### config.mk
export PLATFORM = sky130hd
export DESIGN_NAME = instr_trace_buffer
export DESIGN_NICKNAME = d
export VERILOG_FILES = /design/src/rtl/instr_trace_buffer.sv
export SDC_FILE = /design/constraint.sdc
export NUM_CORES = 2
export LEC_CHECK = 0
export BUFFER_PORTS_ARGS = -buffer_cell sky130_fd_sc_hd__buf_2
export CAP_MARGIN = 10
export CORE_ASPECT_RATIO = 0.8
export CORE_MARGIN = 2
export CORE_UTILIZATION = 63
export DETAILED_ROUTE_END_ITERATION = 6
export PLACE_DENSITY = 0.81
export SKIP_CTS_REPAIR_TIMING = 1
export SLEW_MARGIN = 40
export SYNTH_ARGS = -nofsm -noshare
export SYNTH_HDL_FRONTEND = slang
export SYNTH_SLANG_ARGS = --single-unit
### constraint.sdc
create_clock -name clk -period 3.9 [get_ports clk]
set_clock_uncertainty 0.15 [all_clocks]
set_input_delay 0.78 -clock clk [delete_from_list [all_inputs] [get_ports clk]]
set_output_delay 0.78 -clock clk [all_outputs]
set_load 0.05 [all_outputs]
### src/rtl/instr_trace_buffer.sv
`default_nettype none
// ============================================================================
// Module   : instr_trace_buffer
// Purpose  : Retire-trace recorder for the 16-bit WISC core. Each committed
//            instruction is captured ({pc, instr, taken, target}) into a
//            circular buffer. The buffer is drained through a first-word
//            fall-through valid/ready port. Per-opcode retire counters and a
//            saturating drop counter are kept alongside.
// Macro    : TRACE_FILTER_EN - adds filter_mask[15:0]. An entry is stored
//            only when filter_mask[opcode] is set.
// Ports    : clk, rst_n (async, active-low), en, clr (sync clear)
//            ret_vld/ret_instr/ret_pc/ret_taken/ret_target : retire input
//            rd_rdy in, rd_vld/rd_instr/rd_pc/rd_taken/rd_target out : FWFT read
//            count, overflow, drop_cnt : occupancy and loss status
//            cnt_sel in, cnt_val out : per-opcode counter readout (comb)
//            halted : high once an HLT has retired, until clr
// Revision : 1.0 - initial release
// ============================================================================
module instr_trace_buffer #(
  parameter int DEPTH     = 16,
  parameter int ADDR_W    = 16,
  parameter int CNT_W     = 16,
  parameter int OVERWRITE = 1
) (
  input  logic                       clk,
  input  logic                       rst_n,
`ifdef TRACE_FILTER_EN
  input  logic [15:0]                filter_mask,
`endif
  input  logic                       en,
  input  logic                       clr,
  input  logic                       ret_vld,
  input  logic [15:0]                ret_instr,
  input  logic [ADDR_W-1:0]          ret_pc,
  input  logic                       ret_taken,
  input  logic [ADDR_W-1:0]          ret_target,
  input  logic                       rd_rdy,
  output logic                       rd_vld,
  output logic [15:0]                rd_instr,
  output logic [ADDR_W-1:0]          rd_pc,
  output logic                       rd_taken,
  output logic [ADDR_W-1:0]          rd_target,
  output logic [$clog2(DEPTH+1)-1:0] count,
  output logic                       overflow,
  output logic [CNT_W-1:0]           drop_cnt,
  input  logic [3:0]                 cnt_sel,
  output logic [CNT_W-1:0]           cnt_val,
  output logic                       halted
);

  localparam int                   PTR_W    = $clog2(DEPTH);
  localparam int                   OCC_W    = $clog2(DEPTH + 1);
  localparam int                   ENT_W    = 2 * ADDR_W + 17;
  localparam logic [OCC_W-1:0]     FULL_OCC = OCC_W'(DEPTH);
  localparam logic [CNT_W-1:0]     CNT_MAX  = '1;
  localparam bit                   OVW      = (OVERWRITE != 0);

  typedef enum logic [1:0] {
    S_IDLE   = 2'd0,
    S_RUN    = 2'd1,
    S_HALTED = 2'd2
  } state_t;

  state_t             state_q, state_d;
  logic [PTR_W-1:0]   wr_ptr_q, wr_ptr_d;
  logic [PTR_W-1:0]   rd_ptr_q, rd_ptr_d;
  logic [OCC_W-1:0]   count_q, count_d;
  logic               overflow_q, overflow_d;
  logic [CNT_W-1:0]   drop_q, drop_d;
  logic [CNT_W-1:0]   opc_cnt_q [16];
  logic [CNT_W-1:0]   opc_cnt_d [16];
  logic [ENT_W-1:0]   mem_q [DEPTH];

  logic [3:0]         opcode;
  logic               capture;
  logic               store;
  logic               pop;
  logic               full;
  logic               is_branch;
  logic               wr_en;
  logic [ENT_W-1:0]   entry;

  assign opcode    = ret_instr[15:12];
  assign capture   = ret_vld && (state_q == S_RUN) && !clr;
`ifdef TRACE_FILTER_EN
  assign store     = capture && filter_mask[opcode];
`else
  assign store     = capture;
`endif
  assign pop       = (count_q != '0) && rd_rdy;
  assign full      = (count_q == FULL_OCC);
  // A full buffer still accepts a write when a pop frees a slot this cycle,
  // or when the oldest entry may be sacrificed.
  assign wr_en     = store && (!full || pop || OVW);
  assign is_branch = (opcode == 4'hC) || (opcode == 4'hD);
  assign entry     = {ret_pc, ret_instr, is_branch & ret_taken,
                      is_branch ? ret_target : {ADDR_W{1'b0}}};

  // FSM next state
  always_comb begin
    state_d = state_q;
    if (clr) begin
      state_d = S_IDLE;
    end else begin
      case (state_q)
        S_IDLE:   if (en) state_d = S_RUN;
        S_RUN: begin
          // HLT is captured first, so it wins over a simultaneous en drop
          if (capture && (opcode == 4'hF)) state_d = S_HALTED;
          else if (!en)                    state_d = S_IDLE;
        end
        S_HALTED: state_d = S_HALTED;
        default:  state_d = S_IDLE;
      endcase
    end
  end

  // Buffer bookkeeping and counters
  always_comb begin
    wr_ptr_d   = wr_ptr_q;
    rd_ptr_d   = rd_ptr_q;
    count_d    = count_q;
    overflow_d = overflow_q;
    drop_d     = drop_q;
    for (int i = 0; i < 16; i++) opc_cnt_d[i] = opc_cnt_q[i];

    if (clr) begin
      wr_ptr_d   = '0;
      rd_ptr_d   = '0;
      count_d    = '0;
      overflow_d = 1'b0;
      drop_d     = '0;
      for (int i = 0; i < 16; i++) opc_cnt_d[i] = '0;
    end else begin
      if (wr_en) wr_ptr_d = wr_ptr_q + PTR_W'(1);
      // Overwriting a full buffer without a pop evicts the oldest entry
      if (pop || (wr_en && full)) rd_ptr_d = rd_ptr_q + PTR_W'(1);

      if (store && !pop && !full)   count_d = count_q + OCC_W'(1);
      else if (pop && !store)       count_d = count_q - OCC_W'(1);

      if (store && full && !pop) begin
        overflow_d = 1'b1;
        if (drop_q != CNT_MAX) drop_d = drop_q + CNT_W'(1);
      end

      if (capture && (opc_cnt_q[opcode] != CNT_MAX))
        opc_cnt_d[opcode] = opc_cnt_q[opcode] + CNT_W'(1);
    end
  end

  always_ff @(posedge clk or negedge rst_n) begin
    if (!rst_n) begin
      state_q    <= S_IDLE;
      wr_ptr_q   <= '0;
      rd_ptr_q   <= '0;
      count_q    <= '0;
      overflow_q <= 1'b0;
      drop_q     <= '0;
      for (int i = 0; i < 16; i++)    opc_cnt_q[i] <= '0;
      for (int i = 0; i < DEPTH; i++) mem_q[i]     <= '0;
    end else begin
      state_q    <= state_d;
      wr_ptr_q   <= wr_ptr_d;
      rd_ptr_q   <= rd_ptr_d;
      count_q    <= count_d;
      overflow_q <= overflow_d;
      drop_q     <= drop_d;
      for (int i = 0; i < 16; i++) opc_cnt_q[i] <= opc_cnt_d[i];
      if (wr_en) mem_q[wr_ptr_q] <= entry;
    end
  end

  assign rd_vld   = (count_q != '0);
  assign {rd_pc, rd_instr, rd_taken, rd_target} = mem_q[rd_ptr_q];
  assign count    = count_q;
  assign overflow = overflow_q;
  assign drop_cnt = drop_q;
  assign cnt_val  = opc_cnt_q[cnt_sel];
  assign halted   = (state_q == S_HALTED);

endmodule
`default_nettype wire

==> qor.json <==
{
  "status": "complete, no violations",
  "timing.setup.critical_path_class": "reg -> out",
  "syn_avg_cell_area_um2": 14.1,
  "synth-simple-area-share_pct": 4.74,
  "drv_slew": 0,
  "grt_use_total_pct": 32.6,
  "worst_ep_arrival_time_ns": 2.96,
  "worst_slew_pin_slew_ns": 0.828,
  "vias_in_the_first_global_route": 34167,
  "min_period_ns": 3.89,
  "layout.cells.most_common_list": "dfrtp_1, mux2_2, mux4_2",
  "initial_core_util_pct": 63.4,
  "floorplan.die.width_um": 318,
  "mostFrequentLayoutCell": "dfrtp_1",
  "critical-path-top-cell-by-count": "mux4_2",
  "critical_path.max_stage_delay_ns": 0.56,
  "clock.fmax_ghz": 0.257,
  "number_of_drc_violations_after_detailed_routing_iteration_0": 3318,
  "yosysWarnings": 0,
  "drc": 0,
  "hold_path.class": "in -> reg",
  "detailedRoute.firstPassIterationCount": 6,
  "final_min_period_over_clock_period_pct": 99.7,
  "maxSlewHeadroom_pct": 44.4,
  "pwr_density_cell_nw_per_um2": 458,
  "place.detailed.hpwl_um": 80100,
  "grt_setup_unrepaired": "true",
  "wl_per_cell_um": 27.2,
  "fin_cells": 4781,
  "top_level_ports": 148,
  "last_weighted_congestion_value_of_the_routability_driven_placer": 0.947,
  "rows": 92,
  "num_cts_buffers": 102,
  "cap_viol_max_count": 0,
  "reg2reg_slack_ns": 0.80,
  "hp-start": "en",
  "vias_per_cell": 6.79,
  "drive_gt1_share_pct": 39.4,
  "antenna_violations_before_repair": 9,
  "crit_path_max_fanout": 37,
  "power.leakage_nw": 26.3,
  "synthAdderAreaFrac_pct": 0.317,
  "post_synthesis_cell_area_um2": 49800,
  "clkSinkCount": 1072,
  "ir_worst_vdd_v": 0.000420,
  "cts_tree": "done",
  "cpMaxStageDelayCell": "mux4_2",
  "yosys.area_share.xor_xnor_pct": 0.616,
  "crit_required_ns": 2.97,
  "synth.net_count": 3592,
  "fp.dieH_um": 255,
  "synth_async_sr_flop_share_pct": 100,
  "insertion_delay_ns": 0.69,
  "synth_enable_flop_cells": 0,
  "holdPathStages": 2,
  "design.final.nets": 3727,
  "io_buffer_count": 147,
  "path_cells": "buf_12 -> buf_16 -> mux4_2 -> mux4_2 -> buf_2",
  "drt-total-wl_um": 130000,
  "synth.ff_latch_count": 1072,
  "synth_cell_type_count": 57,
  "ant_nets": 0,
  "timing.rr.start": "opc_cnt_q[192]",
  "reg2regPathDepth": 11,
  "die-area_um2": 81300,
  "grt_start_max_net_pins": 99,
  "ys_dominant_reg_cell": "dfrtp_1",
  "final.setup.tns_ns": 0,
  "maximum_level_of_the_cts_h_tree": 3,
  "proportion_of_synthesized_chip_area_in_sequential_cells_pct": 53.9,
  "synth_compound_gate_area_share_pct": 8.30,
  "terminus_of_the_critical_flop_to_flop_path": "opc_cnt_q[105]",
  "first_pass_grt_wire_length_um": 203000,
  "hold_viol": 0,
  "report.power.total_w": 0.0259,
  "worstSetupEndpointType": "primary output",
  "synth_top_family_by_area": "multiplexers",
  "setup.worst_path.start_class": "flip-flop",
  "netlist_instances": 3521,
  "setup_viol_count_final": 0,
  "root_buffer": "clkbuf_16",
  "synth_mux_area_share_pct": 29.3,
  "max-clock-path-buffers": 3,
  "flow.area_growth_from_synthesis_pct": 13.4,
  "worst_setup_hold_path_clk_slew_ns": 0.06,
  "dp_cells": 4576,
  "fp.coreArea_um2": 78500,
  "grt_overflow": 0,
  "detailroute.via_count": 32445,
  "worstHoldEndpoint": "state_q[0]"
}
==> metal layers <==
layer	GRT usage (%)	part of all wire, %
met5	0	0.025
met4	12.4	3.5
met3	7.93	9.0
met2	50.4	48
met1	45.6	40
==> Yosys cell counts, drive strengths merged (2+ instances only) <==
cell | number | area [um2]
nor3 | 18 | 90.1
o311ai | 4 | 35.0
a22oi | 31 | 233
nor2b | 16 | 100
a21o | 7 | 82.6
a21oi | 7 | 35.0
ha | 11 | 138
o2bb2ai | 37 | 324
or2 | 4 | 25.0
dfrtp | 1072 | 26800
nand2 | 383 | 1440
nand3 | 22 | 110
a22o | 202 | 1770
nand3b | 2 | 15.0
o31ai | 2 | 15.0
a31oi | 13 | 81.3
a32o | 2 | 20.0
nand4 | 12 | 87.6
inv | 7 | 26.3
nor3b | 2 | 15.0
and3 | 5 | 31.3
mux4 | 388 | 8750
and4 | 3 | 26.3
mux2 | 516 | 5810
mux2i | 2 | 20.0
nand2b | 5 | 31.3
xor2 | 24 | 210
and2 | 3 | 18.8
nor2 | 78 | 293
nor4 | 5 | 37.5
buf | 92 | 548
xnor2 | 11 | 96.3
clkbuf | 226 | 851
o21ai | 299 | 1500
==> kinds of logic (layout without fill, tap and decap cells) <==
| family | count (synthesis) | after routing |
|---|---|---|
| fa+ha+maj | 12 | 12 |
| flops | 1072 | 1072 |
| simple gates | 562 | 562 |
| xor+xnor | 35 | 35 |
| other cells | 0 | 5 |
| compound gates | 609 | 609 |
| mux | 906 | 906 |
| buf+inv | 325 | 546 |
==> state kept, by name, indices dropped and copies added (netlist names) <==
register / cells
count: 5
drop_cnt: 16
mem_q: 784
opc_cnt_q: 256
overflow: 1
rd_ptr_q: 4
state_q: 2
wr_ptr_q: 4
==> where the power goes <==
part	total (W)	leakage, nW	switching, W	internal, W
Clock	0.0103	1.72	0.00443	0.00582
Combinational	0.00412	9.67	0.00251	0.00161
Sequential	0.0115	14.9	0.000169	0.0113
Total	0.0259	26.3	0.00711	0.0188
==> critical path, delay by kind of cell (launching register included) <==
kind                   cells  cell delay, ns
multiplexers               2            1.09
flip-flops                 1            0.43
buffers and inverters      3            0.69
==> final cells by class <==
cell class | instances | area [um2]
Sequential cell | 1072 | 26800
Multi-Input combinational cell | 2124 | 21700
Fill cell | 4890 | 22100
Clock inverter | 57 | 613
Clock buffer | 133 | 2870
Inverter | 7 | 26.3
Tap cell | 1034 | 1290
Timing Repair Buffer | 349 | 3070
Antenna cell | 5 | 12.5
==> worst max path at each step <==
stage / startpoint / end / slack (ns) / cells after the start
after CTS: rd_ptr_q[0] / rd_pc[3] / -0.18 / 4
after global routing: rd_ptr_q[0] / rd_target[12] / -0.07 / 5
final: rd_ptr_q[0] / rd_target[10] / 0.01 / 5
after global placement: ret_instr[12] / opc_cnt_q[94] / 0.02 / 12
after floorplan: cnt_sel[0] / cnt_val[13] / 0.08 / 4
after detailed placement: ret_instr[12] / opc_cnt_q[201] / -0.03 / 12
==> stage by stage <==
step	area [um2]	util (%)	setup slack, ns	hold WS, ns
2_1_floorplan	49800	-	0.0820	0.295
3_3_place_gp	52700	67.2	0.0166	0.306
3_5_place_dp	52800	67.2	-0.0321	0.315
4_1_cts	56200	71.6	-0.184	0.0209
5_1_grt	56400	71.9	-0.0668	0.207
6_report	56500	71.9	0.00992	0.210
(Power assumes the default switching activity.)
